`config.mk`:
```
export PLATFORM = sky130hd
export DESIGN_NAME = d_cache_port_arbiter
export DESIGN_NICKNAME = d
export VERILOG_FILES = /design/src/rtl/d_cache_port_arbiter.sv
export SDC_FILE = /design/constraint.sdc
export NUM_CORES = 1
export LEC_CHECK = 0
export ABC_AREA = 1
export CORE_AREA = 2 2 118 120
export DETAILED_ROUTE_END_ITERATION = 12
export DIE_AREA = 0 0 120 122
export GPL_TIMING_DRIVEN = 0
export SKIP_CTS_REPAIR_TIMING = 1
export SLEW_MARGIN = 20
export SYNTH_ARGS = -nofsm -noshare
export SYNTH_HDL_FRONTEND = slang
export SYNTH_SLANG_ARGS = --single-unit
```
`constraint.sdc`:
```
create_clock -name clk -period 2.2 [get_ports clk]
set_clock_uncertainty 0.05 [all_clocks]
set_input_delay 0.44 -clock clk [delete_from_list [all_inputs] [get_ports clk]]
set_output_delay 0.44 -clock clk [all_outputs]
set_load 0.05 [all_outputs]
```
`src/rtl/d_cache_port_arbiter.sv`:
```
// Two-requester arbiter in front of the single-port d_cache: CPU MEM stage first,
// with a bounded starvation window for the external loader/debug master.
module d_cache_port_arbiter #(
    parameter int DPW          = 32,
    parameter int Depth        = 120,
    parameter int ExtStarveMax = 3
) (
    input  logic           clk,
    input  logic           arst_n,
    input  logic           cpu_req,
    input  logic           cpu_we,
    input  logic [DPW-1:0] cpu_addr,
    input  logic [DPW-1:0] cpu_wd,
    output logic           cpu_stall,
    output logic           cpu_rvalid,
    output logic [DPW-1:0] cpu_rd,
    output logic           cpu_err,
    input  logic           ext_req,
    input  logic           ext_we,
    input  logic [DPW-1:0] ext_addr,
    input  logic [DPW-1:0] ext_wd,
    output logic           ext_gnt,
    output logic           ext_rvalid,
    output logic [DPW-1:0] ext_rd,
    output logic           ext_err,
    output logic [DPW-1:0] mem_addr,
    output logic [DPW-1:0] mem_wd,
    output logic           mem_we,
    input  logic [DPW-1:0] mem_rd
);

    localparam int             SW         = $clog2(ExtStarveMax + 1);
    localparam logic [SW-1:0]  STARVE_MAX = SW'(ExtStarveMax);
    localparam logic [DPW-1:0] LAST_WORD  = DPW'(Depth - 4);

    typedef enum logic [1:0] {
        OWN_NONE = 2'd0,
        OWN_CPU  = 2'd1,
        OWN_EXT  = 2'd2
    } owner_t;

    owner_t        owner;
    owner_t        rd_owner_reg, rd_owner_next;
    logic [SW-1:0] starve_cnt_reg, starve_cnt_next;
    logic          rd_bad_reg, rd_bad_next;
    logic          cpu_err_reg, cpu_err_next;
    logic          ext_err_reg, ext_err_next;
    logic          cpu_legal, ext_legal;
    logic          sel_legal, sel_we;

    assign cpu_legal = (cpu_addr <= LAST_WORD);
    assign ext_legal = (ext_addr <= LAST_WORD);

    // A starved external request beats the CPU once its wait hits the bound.
    always_comb begin
        owner = OWN_NONE;
        if (ext_req && (starve_cnt_reg == STARVE_MAX)) begin
            owner = OWN_EXT;
        end else if (cpu_req) begin
            owner = OWN_CPU;
        end else if (ext_req) begin
            owner = OWN_EXT;
        end
    end

    always_comb begin
        mem_addr  = '0;
        mem_wd    = '0;
        sel_we    = 1'b0;
        sel_legal = 1'b1;
        case (owner)
            OWN_CPU: begin
                mem_addr  = cpu_addr;
                mem_wd    = cpu_wd;
                sel_we    = cpu_we;
                sel_legal = cpu_legal;
            end
            OWN_EXT: begin
                mem_addr  = ext_addr;
                mem_wd    = ext_wd;
                sel_we    = ext_we;
                sel_legal = ext_legal;
            end
            default: ;
        endcase
        // Out-of-range accesses are accepted but must never write the array.
        mem_we = sel_we && sel_legal;
    end

    assign cpu_stall = cpu_req && (owner != OWN_CPU);
    assign ext_gnt   = (owner == OWN_EXT);

    always_comb begin
        rd_owner_next = OWN_NONE;
        rd_bad_next   = 1'b0;
        if ((owner != OWN_NONE) && !sel_we) begin
            rd_owner_next = owner;
            rd_bad_next   = !sel_legal;
        end
        cpu_err_next = (owner == OWN_CPU) && !cpu_legal;
        ext_err_next = (owner == OWN_EXT) && !ext_legal;

        starve_cnt_next = starve_cnt_reg;
        if (!ext_req || ext_gnt) begin
            starve_cnt_next = '0;
        end else if (starve_cnt_reg != STARVE_MAX) begin
            starve_cnt_next = starve_cnt_reg + SW'(1);
        end
    end

    always_ff @(posedge clk or negedge arst_n) begin
        if (!arst_n) begin
            starve_cnt_reg <= '0;
            rd_owner_reg   <= OWN_NONE;
            rd_bad_reg     <= 1'b0;
            cpu_err_reg    <= 1'b0;
            ext_err_reg    <= 1'b0;
        end else begin
            starve_cnt_reg <= starve_cnt_next;
            rd_owner_reg   <= rd_owner_next;
            rd_bad_reg     <= rd_bad_next;
            cpu_err_reg    <= cpu_err_next;
            ext_err_reg    <= ext_err_next;
        end
    end

    // mem_rd belongs to last cycle's read; only its issuer sees it, zeroed if illegal.
    assign cpu_rvalid = (rd_owner_reg == OWN_CPU);
    assign ext_rvalid = (rd_owner_reg == OWN_EXT);
    assign cpu_rd     = (cpu_rvalid && !rd_bad_reg) ? mem_rd : '0;
    assign ext_rd     = (ext_rvalid && !rd_bad_reg) ? mem_rd : '0;
    assign cpu_err    = cpu_err_reg;
    assign ext_err    = ext_err_reg;

endmodule

```
After elaboration in Yosys (flattened, before gate mapping)
Cells that the tools add are included.
Widths: inputs -> output; s select.
Storage, ports and cells
  output and inout bits: 135
  bits in registers: 7
  bits of input ports: 166
  word-level logic and storage cells: 45
Cells by class
  eq/ne operators: 7
  order comparisons: 2
  reductions and logical operators: 17
  muxes and demuxes: 13
  add/subtract/negate cells: 1
Operator list (count)
  $pmux 32 s2: 2
  $le 32x7->1 const B: 2
  $mux 32: 2
  $mux 2: 6
  $logic_and 1x1->1: 8
  $eq 2x2->1 const B: 3
  $logic_not 1->1: 6
  $eq 2x1->1 const B: 2
  $pmux 1 s2: 2
  $reduce_bool 2->1: 2
  $add 2x1->2 const B: 1
  $ne 2x1->1 const B: 1
  $ne 2x2->1 const B: 1
  $logic_or 1x1->1: 1
  $mux 1: 1

Longest topological paths before layout
  depth after elaboration: 8
  depth in mapped cells: 9
  mapped depth without buffers: 9

Worst setup path after synthesis
No wires, ideal clock.
  path type: flip-flop to output port
  start: register rd_owner_reg[1]
  end: output cpu_rd[10]
  slack: -496 ps
  stages on the path, launching flop included: 5
  data arrival time: 2206 ps
  path buffers: 1
  required time: 1710 ps
  path through: dfrtp_1 nor2_1 nand2_1 clkbuf_1 nor2_1
On the way
  cells in the longest elaborated chain, start to end: 3
Ends and longest elaborated chain
  start: declaration: RTL line 43  | owner_t rd_owner_reg, rd_owner_next;
  start signal: assignment: RTL line 120  | rd_owner_reg <= rd_owner_next;
  $eq 2x1->1: RTL line 128  | assign cpu_rvalid = (rd_owner_reg == OWN_CPU);
  net cpu_rvalid: RTL line 15  | output logic cpu_rvalid,
  $logic_and 1x1->1: RTL line 130  | assign cpu_rd = (cpu_rvalid && !rd_bad_reg) ? mem_rd : '0;
  $mux 32: RTL line 130
  end: declaration: RTL line 16  | output logic [DPW-1:0] cpu_rd,
The timed path passes the listed nets, and every way through them passes these cells.

Worst setup path after layout
  start: register starve_cnt_reg[0]
  end: output mem_addr[27]
On the way
  cells in the longest elaborated chain, start to end: 5
  elaborated cells between the ends (all ways): 6
  those cells by class: eq/ne: 3; mux: 2; reduce/logical: 1
Ends and longest elaborated chain
  start: declaration: RTL line 44  | logic [SW-1:0] starve_cnt_reg, starve_cnt_next;
  start signal: assignment: RTL line 119  | starve_cnt_reg <= starve_cnt_next;
  $eq 2x2->1 (*): RTL line 57  | if (ext_req && (starve_cnt_reg == STARVE_MAX)) begin
  $logic_and 1x1->1 (*): RTL line 57
  $mux 2 (*): RTL line 57
  $eq 2x2->1 / $eq 2x1->1 (equally long branches): RTL line 71  | case (owner)
  $pmux 32 s2 (*): RTL line 71
  end: declaration: RTL line 26  | output logic [DPW-1:0] mem_addr,
Mark *: on every way between the ends. The rest lies on a longest branch, timed or not.

==> metrics.md <==
| Metric | Value |
|---|---|
| Crit share post-route | 103.9% |
| Hold_ws | 0.4186 ns |
| Max Buffers Root-to-Sink | 2 |
| Setup_tns | -0.6031 ns |
| H-tree levels | 1 |
| Pleak | 3.021 nW |
| Min Tclk post-route | around 2.3 ns |
| Switch Pwr | 0.001001 W |
| Startpoint of the worst-slack reg-to-reg timing path | starve_cnt_reg[0] |
| Hold crit path type | input pin to asynchronous set/reset pin |
| Detail-routed via count per cell | about 4.0 |
| Largest net degree at the start of global routing | 11 |
| Num CTS Buffers | 3 |
| First-pass GRT wire length | 16210 um |
| Final Hold Fails | 0 |
| Total congestion overflow | 0 |
| Failing checks | negative setup slack |
| Gpl congestion | a little under 0.8 |
| CP arrival | 1.80 ns |
| Number of global-route vias before repair | 3170 |
| Post-DRT Antenna Nets | 0 |
| Worst path bufs/invs | 5 |
| Max_slew headroom | between 60% and 70% |
| Die width | approximately 120 um |
| Cell family with the largest share of critical-path delay | buffers and inverters |
| Final design utilization | 40.95% |
| PnR worst setup slack | -0.08626 ns |
| Sequential element share of the synthesized area | 10.74% |
| Post-synthesis net count | 480 |
| Area growth syn-to-layout | 239.2% |
| Reg clk slew, reported paths | around 0.030 ns |
| Synthesized cell area | 0.001630 mm^2 |
| Max Fclk | around 0.44 GHz |
| Commonest cells after routing, fill and taps aside | clkdlybuf4s50_1 (131), clkbuf_2 (61), inv_1 (58) |
| FF-to-FF End | rd_owner_reg[1] |
| Inserted Diodes | 0 |
| DR iter-0 viols | 62 |
| Crit path cell chain | ha_4, o21ai_4, inv_2, buf_12, buf_6, clkbuf_16, nand2_2, o21ai_2, buf_6 |
| Switch share | 49.62% |
| PortBufs | 300 |
| Comb pwr share | approximately 78% |
| FF+latch area | between 150 and 200 um^2 |
| Part of the power in the clock network | ~15% |
| Die Y | 122 um |
| Pre-antenna DRT Iters | 4 |
| PD cells | about 360 mW/mm^2 |
| Routed Wire Length | approximately 12000 um |
| Worst path slowest cell | dfrtp_1 |
| Register-to-register setup slack | 0.43 ns |
| Status | finished, violations left |
| FF+latch count, synth | 7 |
| Max-Cap Viols | 0 |
| Routed vias | 3300 |
| WP data required | 1.71 ns |
| RSZ-0062 raised after global routing | true |
| Final setup viols | 14 |
| Final nets | ~810 |
| Total track usage | 13.92% |
| Total Power Consumption | 0.002018 W |
| Clock latency on the worst-skew pair | approximately 0.23 ns |
| Yosys Warn Count | 0 |
| CP startpoint kind | flip-flop |
| Post-Syn Instances | 313 |
| DP Worst Slack | -0.9992 ns |
| Routed wire per std cell | between 15 and 20 um |
| HPWL after DPL | 10320 um |
| CTS tree | done |
| Die ar. | 0.01464 mm^2 |
| Placeable Area | roughly 0.014 mm^2 |
| Cell mode on critical path | buf_6 |
| Most common cell after layout, fill and taps aside | clkdlybuf4s50_1 |
| Num ports | around 300 |
| Cell Int Power | 0.001017 W |
| Initial antenna violation count | 0 |
| Fin. max-slew vios | 0 |
| Initial core utilization | approximately 12% |
| Worst-Margin Slew | ~0.54 ns |
| Critical Path Sink Type | output port |
| Unique masters post-synth | 20 |
| DRC errors left | 0 |
| Crit path kind | flip-flop to output port |
| Worst reg-to-reg path cell count | 10 |
| Peak supply drop | 0.0001899 V |
| Layout cell share with drive strength beyond 1 | 43.64% |
| Clock root buffer | clkbuf_16 |
| Rows | 43 |
| Max FO, Critical Path | 8 |
| Fill cells | 1429 |
| Sequential Power Share | roughly 7.2% |
| Multi-input gate area | 0.001538 mm^2 |
| Clock sink count | 7 |
| Critical Path Max Stage Delay | just under 0.4 ns |
| Syn avg cell area | 5.209 um^2 |
==> layout make-up <==
type	count	area share, %
repair inverters	1	0.1584
well taps	180	4.072
multi-input cells	213	27.81
clock buffers	4	1.425
inverters	74	5.249
flip-flops and latches	7	3.167
repair buffers	319	54.66
plain buffers	19	3.462
==> cell usage after synthesis <==
cell type,n,share of area [%]
o21ai_1,3,0.92
nand2_1,39,9.0
inv_1,71,16
o21ai_2,1,0.54
nor3_1,2,0.61
nand3_1,6,1.8
clkbuf_1,11,2.5
dfrtp_1,7,11
buf_6,2,1.4
nand2_2,1,0.38
a21oi_1,1,0.31
buf_2,6,1.8
a22o_1,41,22
a21o_1,1,0.46
inv_2,3,0.69
o21ai_0,17,5.2
o22ai_1,7,2.7
ha_1,1,0.77
nand4_1,2,0.77
nor2_1,91,21
==> power groups by stage <==
stage	Sequential [W]	Clock [W]	Combinational, W
after floorplan	0.000151	0	0.000809
after global placement	0.000145	0	0.00149
after detailed placement	0.000145	0	0.00149
after CTS	0.000144	0.000314	0.00150
after global routing	0.000146	0.000322	0.00164
final	0.000144	0.000304	0.00157
==> stage by stage <==
stage	std cells	cell area (um^2)
2_1_floorplan	313	1901
3_3_place_gp	793	5129
3_5_place_dp	793	5129
4_1_cts	797	5207
5_1_grt	817	5530
6_report	817	5530
==> metal layers <==
layer  track usage [%]  share of wire [%]
met1             15.54                 37
met2             27.31                 53
met3             2.996                9.0
met4             2.059               0.77
met5                 0                  0
==> cells by family after synthesis <==
family | count (synthesis) | share of synthesized area [%]
AND/OR/NAND/NOR | 141 | 33.54
flip-flops | 7 | 10.74
AO/OA/AOI/OAI | 71 | 32.16
adder cells (fa/ha/maj) | 1 | 0.7673
buffers and inverters | 93 | 22.79
==> worst max path at each step <==
| stage | cells past startpoint | from | endpoint | slack (ns) |
|---|---|---|---|---|
| 2_1_floorplan | 5 | starve_cnt_reg[0] | mem_addr[10] | -0.30 |
| 3_3_place_gp | 8 | ext_req | mem_addr[27] | -1.02 |
| 3_5_place_dp | 8 | ext_req | mem_addr[27] | -1.0 |
| 4_1_cts | 9 | cpu_req | mem_addr[27] | -1.01 |
| 5_1_grt | 9 | starve_cnt_reg[0] | mem_addr[27] | -0.17 |
| 6_report | 9 | starve_cnt_reg[0] | mem_addr[27] | -0.09 |
(Power assumes the default switching activity.)
